--- config.mk ---
export PLATFORM = sky130hd
export DESIGN_NAME = fetch_ifid_stage_flat
export DESIGN_NICKNAME = d
export VERILOG_FILES = /design/src/rtl/riscv_pkg.sv /design/src/rtl/fetch_ifid_stage_if.sv /design/src/rtl/fetch_ifid_stage_pipe_reg.sv /design/src/rtl/fetch_ifid_stage.sv /design/src/flat_wrapper.sv
export SDC_FILE = /design/constraint.sdc
export NUM_CORES = 1
export LEC_CHECK = 0
export ABC_AREA = 1
export BUFFER_PORTS_ARGS = -buffer_cell sky130_fd_sc_hd__buf_2
export CELL_PAD_IN_SITES_DETAIL_PLACEMENT = 2
export CELL_PAD_IN_SITES_GLOBAL_PLACEMENT = 2
export CORE_ASPECT_RATIO = 0.75
export CORE_MARGIN = 2
export CORE_UTILIZATION = 28
export DETAILED_ROUTE_END_ITERATION = 16
export MAX_ROUTING_LAYER = met4
export PLACE_DENSITY = 0.94
export SETUP_SLACK_MARGIN = 0.02
export SYNTH_ARGS = -nofsm -noshare
export SYNTH_HDL_FRONTEND = slang
export SYNTH_HIERARCHICAL = 1
export SYNTH_SLANG_ARGS = --single-unit
--- constraint.sdc ---
create_clock -name clk -period 2.75 [get_ports clk]
set_input_delay 0.55 -clock clk [delete_from_list [all_inputs] [get_ports clk]]
set_output_delay 0.55 -clock clk [all_outputs]
set_load 0.005 [all_outputs]
--- src/rtl/riscv_pkg.sv ---
// Shared RV32I core package: reset constants and
// inter-stage bundle types for the IF/ID and ID/EX registers.
package riscv_pkg;

  localparam int          XLEN      = 32;
  localparam logic [31:0] RESET_PC  = 32'h0000_0000;
  localparam logic [31:0] NOP_INSTR = 32'h0000_0013;
  localparam int          REG_AW    = 5;

  typedef struct packed {
    logic [31:0] instr;
    logic [31:0] pc;
    logic [31:0] pcplus4;
    logic        valid;
  } if_id_t;

  localparam int IF_ID_W = $bits(if_id_t);

  typedef struct packed {
    logic [31:0]       pc;
    logic [31:0]       pcplus4;
    logic [31:0]       rd1;
    logic [31:0]       rd2;
    logic [31:0]       imm;
    logic [REG_AW-1:0] rs1;
    logic [REG_AW-1:0] rs2;
    logic [REG_AW-1:0] rd;
    logic              valid;
  } id_ex_t;

  localparam int ID_EX_W = $bits(id_ex_t);

endpackage

--- src/rtl/fetch_ifid_stage_if.sv ---
// Fetch-stage bundle: hazard controls, EX redirect,
// instruction memory bus and decode-side outputs.
interface fetch_ifid_stage_if;
  import riscv_pkg::*;

  logic        stall_f;
  logic        stall_d;
  logic        flush_d;
  logic        pcsrc_e;
  logic [31:0] pctarget_e;
  logic [31:0] imem_addr;
  logic [31:0] imem_rdata;
  logic [31:0] pc_f;
  logic [31:0] instr_d;
  logic [31:0] pc_d;
  logic [31:0] pcplus4_d;
  logic        valid_d;

  modport master (
    output stall_f, stall_d, flush_d,
    output pcsrc_e, pctarget_e,
    input  imem_addr,
    output imem_rdata,
    input  pc_f, instr_d, pc_d,
    input  pcplus4_d, valid_d
  );

  modport slave (
    input  stall_f, stall_d, flush_d,
    input  pcsrc_e, pctarget_e,
    output imem_addr,
    input  imem_rdata,
    output pc_f, instr_d, pc_d,
    output pcplus4_d, valid_d
  );

endinterface

--- src/rtl/fetch_ifid_stage_pipe_reg.sv ---
// Generic pipeline register: sync reset, then clear,
// then load-enable, in that priority order.
module pipe_reg #(
  parameter int         W       = 32,
  parameter logic [W-1:0] RST_VAL = '0,
  parameter logic [W-1:0] CLR_VAL = '0
) (
  input  logic         clk,
  input  logic         i_rst,
  input  logic         i_en,
  input  logic         i_clr,
  input  logic [W-1:0] i_d,
  output logic [W-1:0] o_q
);

  logic [W-1:0] r_q;

  always_ff @(posedge clk) begin
    if (i_rst)
      r_q <= RST_VAL;
    else if (i_clr)
      r_q <= CLR_VAL;
    else if (i_en)
      r_q <= i_d;
  end

  assign o_q = r_q;

endmodule

--- src/rtl/fetch_ifid_stage.sv ---
// Instruction fetch stage: PC register, next-PC select
// and the IF/ID pipeline register feeding decode.
module fetch_ifid_stage #(
  parameter logic [31:0] RESET_PC  = riscv_pkg::RESET_PC,
  parameter logic [31:0] NOP_INSTR = riscv_pkg::NOP_INSTR,
  parameter int          XLEN      = riscv_pkg::XLEN
) (
  input logic               clk,
  input logic               reset,
  fetch_ifid_stage_if.slave ifc
);
  import riscv_pkg::if_id_t;
  import riscv_pkg::IF_ID_W;

  if (XLEN != 32) begin : g_xlen_chk
    $error("fetch_ifid_stage: only XLEN=32");
  end

  localparam if_id_t IFID_NOP = '{
    instr:   NOP_INSTR,
    pc:      32'h0,
    pcplus4: 32'h0,
    valid:   1'b0
  };

  logic [31:0] w_pc;
  logic [31:0] w_pcplus4_f;
  logic [31:0] w_pc_next;
  logic        w_pc_en;
  if_id_t      w_ifid_d;
  if_id_t      w_ifid_q;

  assign w_pcplus4_f = w_pc + 32'd4;

  // Redirect must win over stall_f or a taken branch is lost.
  assign w_pc_en   = ~ifc.stall_f | ifc.pcsrc_e;
  assign w_pc_next = ifc.pcsrc_e
                   ? {ifc.pctarget_e[31:2], 2'b00}
                   : w_pcplus4_f;

  pipe_reg #(
    .W       (32),
    .RST_VAL (RESET_PC),
    .CLR_VAL (RESET_PC)
  ) u_pc_reg (
    .clk   (clk),
    .i_rst (reset),
    .i_en  (w_pc_en),
    .i_clr (1'b0),
    .i_d   (w_pc_next),
    .o_q   (w_pc)
  );

  always_comb begin
    w_ifid_d         = IFID_NOP;
    w_ifid_d.instr   = ifc.imem_rdata;
    w_ifid_d.pc      = w_pc;
    w_ifid_d.pcplus4 = w_pcplus4_f;
    w_ifid_d.valid   = 1'b1;
  end

  pipe_reg #(
    .W       (IF_ID_W),
    .RST_VAL (IFID_NOP),
    .CLR_VAL (IFID_NOP)
  ) u_ifid_reg (
    .clk   (clk),
    .i_rst (reset),
    .i_en  (~ifc.stall_d),
    .i_clr (ifc.flush_d),
    .i_d   (w_ifid_d),
    .o_q   (w_ifid_q)
  );

  assign ifc.imem_addr = w_pc;
  assign ifc.pc_f      = w_pc;
  assign ifc.instr_d   = w_ifid_q.instr;
  assign ifc.pc_d      = w_ifid_q.pc;
  assign ifc.pcplus4_d = w_ifid_q.pcplus4;
  assign ifc.valid_d   = w_ifid_q.valid;

endmodule

--- src/flat_wrapper.sv ---
// flat-port wrapper written by rule: the top's interface ports become plain ports
module fetch_ifid_stage_flat import riscv_pkg::if_id_t; import riscv_pkg::IF_ID_W;
#(
  parameter logic [31:0] RESET_PC  = riscv_pkg::RESET_PC,
  parameter logic [31:0] NOP_INSTR = riscv_pkg::NOP_INSTR,
  parameter int          XLEN      = riscv_pkg::XLEN
)
  (clk, reset, ifc_stall_f, ifc_stall_d, ifc_flush_d, ifc_pcsrc_e, ifc_pctarget_e, ifc_imem_addr, ifc_imem_rdata, ifc_pc_f, ifc_instr_d, ifc_pc_d, ifc_pcplus4_d, ifc_valid_d);
  fetch_ifid_stage_if ifc_i ();
  input logic clk;
  input logic reset;
  input wire logic [$bits(ifc_i.stall_f)-1:0] ifc_stall_f;
  input wire logic [$bits(ifc_i.stall_d)-1:0] ifc_stall_d;
  input wire logic [$bits(ifc_i.flush_d)-1:0] ifc_flush_d;
  input wire logic [$bits(ifc_i.pcsrc_e)-1:0] ifc_pcsrc_e;
  input wire logic [$bits(ifc_i.pctarget_e)-1:0] ifc_pctarget_e;
  output wire logic [$bits(ifc_i.imem_addr)-1:0] ifc_imem_addr;
  input wire logic [$bits(ifc_i.imem_rdata)-1:0] ifc_imem_rdata;
  output wire logic [$bits(ifc_i.pc_f)-1:0] ifc_pc_f;
  output wire logic [$bits(ifc_i.instr_d)-1:0] ifc_instr_d;
  output wire logic [$bits(ifc_i.pc_d)-1:0] ifc_pc_d;
  output wire logic [$bits(ifc_i.pcplus4_d)-1:0] ifc_pcplus4_d;
  output wire logic [$bits(ifc_i.valid_d)-1:0] ifc_valid_d;
  assign ifc_i.stall_f = ifc_stall_f;
  assign ifc_i.stall_d = ifc_stall_d;
  assign ifc_i.flush_d = ifc_flush_d;
  assign ifc_i.pcsrc_e = ifc_pcsrc_e;
  assign ifc_i.pctarget_e = ifc_pctarget_e;
  assign ifc_imem_addr = ifc_i.imem_addr;
  assign ifc_i.imem_rdata = ifc_imem_rdata;
  assign ifc_pc_f = ifc_i.pc_f;
  assign ifc_instr_d = ifc_i.instr_d;
  assign ifc_pc_d = ifc_i.pc_d;
  assign ifc_pcplus4_d = ifc_i.pcplus4_d;
  assign ifc_valid_d = ifc_i.valid_d;
  fetch_ifid_stage #(.RESET_PC(RESET_PC), .NOP_INSTR(NOP_INSTR), .XLEN(XLEN)) u_core (.clk(clk), .reset(reset), .ifc(ifc_i));
endmodule
==> impl_metrics.yaml, run 1 <==
final_layout:
  fill_cells: 3032
  nets: 1370
  multi_input_area_um2: 3190
  area_delta_synth_final_pct: 25.3
  layout-drive-gt1-share_pct: 23.2
  seq_area_um2: 2580
  final_cell_area_um2: 8610
timing:
  finalHoldWorstSlack_ns: 0.330
  relSlewSlack_pct: 64.7
  tns_ns: 0
  worst_pin_slew_ns: 0.530
  grt_setup_unrepaired: "no"
  clock.fmax_mhz: 476
  finalCritPeriodShare_pct: 76.5
  fin_ws_ns: 0.647
  period_minus_slack_ns: 2.10
  finalSetupViolations: 0
  hold_violations: 0
  fin_skew_ns: 0.0130
  slew_viol_final: 0
setup_path:
  cpMostUsedCell: "nand2_1"
  start_kind: "flip-flop"
  crit_required_ns: 3.07
  crit_arrival_ns: 2.43
  slowest_delay_ns: 0.47
  crit_fanout: 6
  crit_family: "simple AND/OR/NAND/NOR gates"
  cp-end-kind: "flip-flop"
  crit_buf_inv: 1
  crit_slowest_cell: "dfxtp_1"
  critPathKind: "reg2reg"
  worstPathCellList: "ha_1, nand2_1, nor2_2, nand2_4, nor2_4, nand2_1, nand2_1, nand2_1, nand2_1, nand2_1, inv_1, nand2_1, nand2_1, nor2_1"
logic_synthesis:
  synthCells: 1121
  yosys_register_bits: 129
  synth.avg_cell_area_um2: 6.13
  synth.most_common_cell: "nand2_1"
  yosys_most_used_dff: "dfxtp_1"
  ys_types: 23
  synth_edf_count: 0
  yosys-top-cells-area: "dfxtp_1 (38%), nand2_1 (23%), nor2_1 (15%), inv_1 (7.8%), buf_4 (3.8%)"
  synth.yosys.seq_area_share_pct: 37.6
  yosys_warnings: 6
  synthArstFlopShare_pct: 0
  synth_nets: 1192
  ys_top_cells_by_count: "nand2_1 (421), nor2_1 (280), inv_1 (143), dfxtp_1 (129), buf_4 (35)"
  synth_area_um2: 6880
  yosysTopAreaCellShare_pct: 37.6
  synth.largest_area_cell: "dfxtp_1"
clocking:
  cts_buffers: 17
  cts_tree: "done"
  insertion_delay_ns: 0.44
  cts_setup_buffers: 0
  cts_num_sinks: 129
  cts.clk_slew.worst_paths_ns: 0.06
  htree_num_levels: 4
  cts.repair.resized: 0
  ctsHoldBuffers: 0
  clockBufferDepth: 2
  root_buffer: "clkbuf_16"
global_route:
  antenna_found_initial: 4
  grt-ovfl-total: 0
  grt.total_usage_pct: 20.7
  grt_pass1_vias: 7536
  grt_max_degree: 98
  grt_first_pass_wirelength_mm: 40.2
power:
  powerDensity_nw_per_um2: 578
  ir_drop_uv: 408
  p_total_mw: 4.98
  leakagePower_nw: 4.70
worst_hold_path:
  hold_class: "in2reg"
die:
  io_pins: 231
  die_x_um: 185
  fp.dieH_um: 140
  dieArea_um2: 25800
  num_rows: 49
  core_um2: 24000
  initial_core_util_pct: 28.6
placement:
  post_dp_cell_area_um2: 8010
  dp_hpwl_mm: 18.2
  place_worst_setup_slack_ns: 0.746
  routabilityCongestion: 0.776
  placement.io_buffers: 228
routing:
  num_vias: 7181
  wl_mm: 25.5
  ant_nets: 0
  wl_per_cell_um: 15.5
  vias_per_cell: 4.36
  drc_errors: 0
  dr.pass1.iters: 4
  first_iter_violations: 174
job:
  max_cap_viol_count: 0
status:
  status: "finished clean"
## per-layer routing
layer	GRT usage, %	routed length [um]	up-vias	share of wire [%]
met1	23.9	11200	3452	44
met2	35.2	12400	176	49
li1	-	-	3538	-
met5	-	0	-	0
met4	4.59	210	0	0.82
met3	6.31	1680	15	6.6
## worst reg2reg max path, stage by stage (launching register included)
cell	delay, ns
dfxtp_1	0.47
ha_1	0.29
nand2_1	0.10
nor2_2	0.19
nand2_4	0.14
nor2_4	0.18
nand2_1	0.07
nand2_1	0.06
nand2_1	0.09
nand2_1	0.07
nand2_1	0.06
inv_1	0.06
nand2_1	0.06
nand2_1	0.09
nor2_1	0.06
## kinds of logic after synthesis
group                    after synthesis  synth area share (%)
AND/OR/NAND/NOR                      746                  43.4
buffers and inverters                227                  16.0
flip-flops                           129                  37.6
XOR/XNOR                              15                  2.68
other                                  2                 0.109
AO/OA/AOI/OAI                          1                0.0727
adder cells (fa/ha/maj)                1                 0.182
## cell usage in the layout (no fill, tap or decap)
cell type and count:
o21ai_0 1, buf_4 8, nand2_2 7, nor2_1 280
clkbuf_16 17, dfxtp_1 129, clkinv_4 3, inv_1 142
clkbuf_1 2, xor2_2 7, conb_1 2, ha_1 1
xor2_1 4, nor2_8 1, inv_6 2, nand2_1 420
diode_2 4, clkinvlp_4 3, clkinv_2 3, buf_12 3
buf_2 228, nor2_2 4, nand3b_1 7, bufinv_16 3
inv_2 4, nand3_1 11, and2_1 4, nor2_4 10
nand2_4 2, xnor2_1 4
## layout make-up
type,count,share of cell area [%]
clock inverters,13,1.89
inverters,147,6.46
diodes,4,0.116
well taps,331,4.81
clock buffers,19,5.03
multi-input cells,765,37.1
flip-flops and latches,129,30.0
repair buffers,239,14.6
## flip-flops by register name, summed over array words and instances (netlist names)
| register | count |
|---|---|
| u_core/u_ifid_reg/o_q | 97 |
| u_core/u_pc_reg/o_q | 32 |
## report_power, final
part           switching, mW  internal, mW  leakage [nW]
Sequential            0.0805          1.94          1.05
Combinational          0.356         0.232          3.36
Clock                  0.939          1.43         0.283
## path summary, 6_finish.rpt
check                                  from  slack, ns  depth (start not counted)                        end
setup reg to reg     u_core/u_pc_reg/o_q[3]       0.65                         14    u_core/u_pc_reg/o_q[20]
setup / recovery     u_core/u_pc_reg/o_q[3]       0.65                         14    u_core/u_pc_reg/o_q[20]
hold / removal            ifc_imem_rdata[4]       0.33                          3  u_core/u_ifid_reg/o_q[69]
hold reg to reg   u_core/u_ifid_reg/o_q[65]       0.45                          2  u_core/u_ifid_reg/o_q[65]
## through the flow
| step | instances | util, % |
|---|---|---|
| 6_report | 1647 | 35.8 |
| 4_1_cts | 1643 | 35.8 |
| 3_5_place_dp | 1611 | 33.3 |
| 5_1_grt | 1647 | 35.8 |
| 3_3_place_gp | 1611 | 33.3 |
| 2_1_floorplan | 1121 | - |
Note: power is estimated with default switching activity, not from simulation.
==> run 2: changes to the inputs <==
--- a/config.mk
+++ b/config.mk
@@ -11,10 +11,10 @@
 export CELL_PAD_IN_SITES_GLOBAL_PLACEMENT = 2
 export CORE_ASPECT_RATIO = 0.75
 export CORE_MARGIN = 2
-export CORE_UTILIZATION = 28
+export CORE_UTILIZATION = 23
 export DETAILED_ROUTE_END_ITERATION = 16
 export MAX_ROUTING_LAYER = met4
-export PLACE_DENSITY = 0.94
+export PLACE_DENSITY = 0.83
 export SETUP_SLACK_MARGIN = 0.02
 export SYNTH_ARGS = -nofsm -noshare
 export SYNTH_HDL_FRONTEND = slang
==> constraint.sdc (replaced) <==
create_clock -name clk -period 1.7 [get_ports clk]
set_input_delay 0.34 -clock clk [delete_from_list [all_inputs] [get_ports clk]]
set_output_delay 0.34 -clock clk [all_outputs]
set_load 0.005 [all_outputs]
==> run 2 against run 1 <==
  * Sequential share of layout area down 2.1 points
  * Worst hold slack worse by 0.21 ns
  * Sequential power up 60%
  * Non-clock buffer count increased by 58
  * Via count rose by 1.5%
  * Count of clock-buffer cells in the layout up 4
  * Utilization decreased by 3.9 points
  * Clock power rose by 49%
  * Critical path type unchanged
==> impl_metrics.yaml, run 2 (same netlist as run 1, synthesis figures left out) <==
final_layout:
  area_delta_synth_final_pct: 36.0
  fin_cells: 1763
  layout-drive-gt1-share_pct: 30.2
  largest_register_ffs: 97
  mostFrequentLayoutCell: "nand2_1"
  nets: 1428
  fill_cells: 3595
  layout_common_cells: "nand2_1 (401), nor2_1 (269), buf_2 (228)"
worst_hold_path:
  hold_end: "u_core/u_ifid_reg/o_q[65]"
  hold_start: "ifc_imem_rdata[0]"
  hold_class: "in2reg"
  min_path_cells: 3
setup_path:
  start_kind: "flip-flop"
  r2r_setup_slack_ns: 0.005
  reg2reg_from: "u_core/u_pc_reg/o_q[3]"
  crit_fanout: 5
  crit_required_ns: 2.02
  crit_arrival_ns: 2.02
  r2r_cells: 14
  critPathKind: "reg2reg"
  worstReg2RegEnd: "u_core/u_pc_reg/o_q[21]"
  cp-end-kind: "flip-flop"
placement:
  dp_hpwl_mm: 19.0
  routabilityCongestion: 0.786
  placement.io_buffers: 228
  place_worst_setup_slack_ns: -0.0798
  dp_cells: 1718
status:
  status: "finished clean"
power:
  p_sw_share_pct: 27.2
  p_seq_share_pct: 41.2
  p_int_mw: 5.70
  p_clk_share_pct: 44.8
  ir_drop_uv: 686
  p_sw_mw: 2.13
  leakagePower_nw: 5.09
  powerDensity_nw_per_um2: 838
  p_total_mw: 7.83
  pwr-share-comb_pct: 14.0
clocking:
  clockBufferDepth: 2
  root_buffer: "clkbuf_16"
  cts_tree: "done"
  cts_buffers: 17
  cts_num_sinks: 129
  cts.clk_slew.worst_paths_ns: 0.06
  htree_num_levels: 4
  insertion_delay_ns: 0.44
job:
  max_cap_viol_count: 0
die:
  die_x_um: 204
  initial_core_util_pct: 23.5
  dieArea_um2: 31300
  num_rows: 54
  io_pins: 231
  fp.dieH_um: 154
  core_um2: 29300
global_route:
  grt_pass1_vias: 7653
  grt.total_usage_pct: 16.9
  grt-ovfl-total: 0
  antenna_found_initial: 3
  grt_first_pass_wirelength_mm: 40.2
  grt_max_degree: 58
routing:
  first_iter_violations: 204
  wl_per_cell_um: 14.6
  ant_nets: 0
  vias_per_cell: 4.13
  dr.pass1.iters: 4
  num_vias: 7288
  drc_errors: 0
  wl_mm: 25.7
timing:
  fin_ws_ns: 0.00498
  period_minus_slack_ns: 1.70
  fin_skew_ns: 0.00969
  grt_setup_unrepaired: "yes"
  hold_violations: 0
  finalHoldWorstSlack_ns: 0.119
  slew_viol_final: 0
  tns_ns: 0
  finalCritPeriodShare_pct: 99.7
  clock.fmax_mhz: 590
  finalSetupViolations: 0
run 2: cell count changes in the layout (fill, tap and decap cells not counted), sizes merged:
cell | before | now
clkbuf | 19 | 23
buf | 239 | 297
diode | 4 | 3
bufinv | 3 | 1
clkinvlp | 3 | 0
inv | 148 | 147
run 2: what timing repair did:
| item | in CTS | in global routing |
|---|---|---|
| pin swaps | 15 | 26 |
| gates resized for setup | 15 | 53 |
| hold buffers | 0 | 0 |
| endpoints found under the setup margin | 19 | 39 |
| setup buffers | 4 | 8 |
run 2: worst max path at each step:
stage	start	endpoint	slack (ns)	cells after the start
2_1_floorplan	u_core/u_pc_reg/o_q[2]	u_core/u_pc_reg/o_q[22]	0.06	14
3_3_place_gp	u_core/u_pc_reg/o_q[2]	u_core/u_pc_reg/o_q[24]	0.009	14
3_5_place_dp	u_core/u_pc_reg/o_q[3]	u_core/u_pc_reg/o_q[20]	-0.08	14
4_1_cts	u_core/u_pc_reg/o_q[3]	u_core/u_pc_reg/o_q[20]	-0.02	14
5_1_grt	u_core/u_pc_reg/o_q[2]	u_core/u_pc_reg/o_q[15]	-0.13	13
6_report	u_core/u_pc_reg/o_q[3]	u_core/u_pc_reg/o_q[21]	0.005	14
run 2: critical path, cell delays in order, from the launching register on:
cell	delay [ns]
dfxtp_2	0.35
buf_6	0.11
nand2_4	0.05
nor2_4	0.15
nand2_4	0.12
nor2_4	0.24
nand2_1	0.09
nand2_1	0.08
nand2_2	0.06
nand2_1	0.05
nand2_1	0.05
inv_1	0.04
nand2_1	0.05
nand2_2	0.09
nor2_2	0.04
run 2: cell type report:
type	instances	area (um2)	area share, %
inverter	147	559	5.98
antenna	3	7.51	0.0803
tap	392	490	5.25
clock buffer	23	478	5.11
sequential	129	2600	27.8
clock inverter	7	60.1	0.642
multi-input combinational	765	3340	35.8
timing repair buffer	297	1810	19.3
run 2: power by group through the flow:
| stage | clock network (mW) | logic, mW | registers (mW) |
|---|---|---|---|
| finish | 3.51 | 1.09 | 3.23 |
| global route | 3.80 | 1.25 | 3.24 |
| CTS | 3.67 | 1.10 | 3.23 |
| detailed placement | 0 | 1.09 | 3.29 |
| global placement | 0 | 1.04 | 3.28 |
| floorplan | 0 | 0.608 | 3.31 |
run 2: routing by layer:
metal | global-route usage [%] | part of all wire (%) | vias to the layer above | wire (um)
met1 | 20.7 | 47 | 3473 | 12100
met5 | - | 0 | - | 0
li1 | - | - | 3650 | -
met3 | 4.58 | 5.0 | 16 | 1290
met2 | 27.7 | 47 | 149 | 12100
met4 | 3.82 | 0.94 | 0 | 242
run 2: stage by stage:
stage	utilization, %	instance area (um2)
after floorplan	-	6880
after detailed placement	29.1	8520
final	32.0	9350
after global routing	32.0	9350
after CTS	31.2	9140
after global placement	29.1	8520
==> run 3: changes to the inputs <==
--- a/config.mk
+++ b/config.mk
@@ -11,10 +11,11 @@
 export CELL_PAD_IN_SITES_GLOBAL_PLACEMENT = 2
 export CORE_ASPECT_RATIO = 0.75
 export CORE_MARGIN = 2
-export CORE_UTILIZATION = 23
+export CORE_UTILIZATION = 24
+export CTS_BUF_LIST = sky130_fd_sc_hd__clkbuf_8
 export DETAILED_ROUTE_END_ITERATION = 16
 export MAX_ROUTING_LAYER = met4
-export PLACE_DENSITY = 0.83
+export PLACE_DENSITY = 0.86
 export SETUP_SLACK_MARGIN = 0.02
 export SYNTH_ARGS = -nofsm -noshare
 export SYNTH_HDL_FRONTEND = slang
==> run 3 against run 2 <==
  * The run now ends with setup timing left
  * Clock power down 16%
  * First-iteration DRC count decreased by 14%
  * Sequential share of layout area grew 0.24 points
  * Non-clock buffer count down 2
  * Maximum frequency decreased by 2.4%
  * Die area shrank 4.1%
  * Critical path depth is 2 lower
  * Count of clock-buffer cells in the layout is 4 lower
  * Worst hold slack worse by 0.017 ns
  * Final cell count is 0.45% lower
  * Global-route usage is 1.0 points higher
  * Highest routed layer unchanged
==> impl_metrics.yaml, run 3 (same netlist as run 1, synthesis figures left out) <==
timing:
  finalCritPeriodShare_pct: 102
  period_minus_slack_ns: 1.74
  hold_violations: 0
  clock.fmax_mhz: 576
  finalSetupViolations: 2
  fin_skew_ns: 0.0140
  grt_setup_unrepaired: "yes"
  slew_viol_final: 0
  fin_ws_ns: -0.0369
routing:
  first_iter_violations: 176
  wl_per_cell_um: 14.8
  dr.pass1.iters: 4
  vias_per_cell: 4.14
  ant_nets: 0
  num_vias: 7272
  drc_errors: 0
  wl_mm: 25.9
final_layout:
  largest_register_ffs: 97
  final_util_pct: 32.9
  area_delta_synth_final_pct: 34.7
  fill_cells: 3487
  nets: 1426
  layout_common_cells: "nand2_1 (397), nor2_1 (267), buf_2 (228)"
  layout-drive-gt1-share_pct: 31.0
  mostFrequentLayoutCell: "nand2_1"
power:
  ir_drop_uv: 408
  pwr-share-comb_pct: 15.0
  p_seq_share_pct: 44.3
  p_clk_share_pct: 40.7
  p_sw_share_pct: 27.9
  p_int_mw: 5.24
  p_total_mw: 7.27
  leakagePower_nw: 5.04
  powerDensity_nw_per_um2: 786
  p_sw_mw: 2.03
placement:
  routabilityCongestion: 0.791
  placement.io_buffers: 228
  place_worst_setup_slack_ns: -0.0402
  dp_hpwl_mm: 19.4
status:
  violations: "setup timing"
  status: "finished with violations"
clocking:
  root_buffer: "clkbuf_8"
  cts_buffers: 17
  cts_tree: "done"
  htree_num_levels: 4
  ctsHoldBuffers: 0
  insertion_delay_ns: 0.45
  clockBufferDepth: 2
  cts_num_sinks: 129
  cts.clk_slew.worst_paths_ns: 0.08
global_route:
  grt_first_pass_wirelength_mm: 40.5
  antenna_found_initial: 2
  grt.total_usage_pct: 17.9
  grt_pass1_vias: 7752
  grt_max_degree: 69
  grt-ovfl-total: 0
die:
  fp.dieH_um: 151
  initial_core_util_pct: 24.5
  core_um2: 28100
  num_rows: 53
  io_pins: 231
  die_x_um: 199
  dieArea_um2: 30000
setup_path:
  crit_family: "simple AND/OR/NAND/NOR gates"
  crit_arrival_ns: 2.13
  start_kind: "flip-flop"
  cp-end-kind: "flip-flop"
  worstPathCellList: "nand2_1, nor2_2, nand2_4, nor2_4, buf_6, xor2_2, nand2_1, nand2_1, inv_1, nand2_1, nand2_1, nor2_1"
  slowest_delay_ns: 0.38
  critPathKind: "reg2reg"
  crit_buf_inv: 2
  cpMostUsedCell: "nand2_1"
  crit_fanout: 5
  crit_required_ns: 2.09
  crit_slowest_cell: "dfxtp_2"
worst_hold_path:
  hold_class: "in2reg"
job:
  max_cap_viol_count: 0
run 3: worst paths after layout:
kind	from	endpoint	slack (ns)	depth (start not counted)
setup reg to reg	u_core/u_pc_reg/o_q[7]	u_core/u_pc_reg/o_q[17]	-0.04	12
setup / recovery	u_core/u_pc_reg/o_q[7]	u_core/u_pc_reg/o_q[17]	-0.04	12
hold / removal	ifc_imem_rdata[1]	u_core/u_ifid_reg/o_q[66]	0.10	3
hold reg to reg	u_core/u_ifid_reg/o_q[65]	u_core/u_ifid_reg/o_q[65]	0.46	2
run 3: tightest hold or removal path, cell delays in order:
cell and delay [ns]:
buf_2 0.08, nand2_1 0.04, nand3_1 0.07
run 3: area by class of cell:
type	count	area [um2]	share of cell area, %
Antenna cell	3	7.51	0.0811
Clock buffer	19	262	2.82
Clock inverter	12	168	1.81
Inverter	147	559	6.04
Multi-Input combinational cell	765	3410	36.8
Sequential cell	129	2600	28.1
Tap cell	385	482	5.20
Timing Repair Buffer	295	1770	19.1
run 3: per-stage QoR:
stage                     setup TNS [ns]  cells  hold WS (ns)  area, um2
after floorplan                        0   1121         0.451       6880
after global placement                 0   1707         0.434       8440
after detailed placement          -0.289   1707         0.440       8440
after CTS                        -0.0498   1743        0.0473       8980
after global routing               -1.90   1754        0.0590       9260
final                            -0.0388   1755         0.101       9260
run 3: power by group through the flow:
stage / registers (mW) / clock network [mW] / logic (mW)
after floorplan: 3.31 / 0 / 0.608
after global placement: 3.28 / 0 / 1.01
after detailed placement: 3.29 / 0 / 1.07
after CTS: 3.22 / 3.11 / 1.09
after global routing: 3.24 / 3.24 / 1.25
final: 3.22 / 2.96 / 1.09
run 3: what timing repair did:
action | CTS | global route
pin swaps | 13 | 32
buffers inserted | 5 | 9
gates resized for setup | 23 | 62
gates cloned | 0 | 0
setup endpoints to repair | 24 | 41
run 3: per-layer routing:
metal | GRT usage, % | vias to the layer above | share of wire (%)
li1 | - | 3648 | -
met1 | 21.7 | 3457 | 46
met2 | 30.4 | 159 | 48
met3 | 4.50 | 8 | 5.3
met4 | 3.33 | 0 | 0.42
met5 | - | - | 0
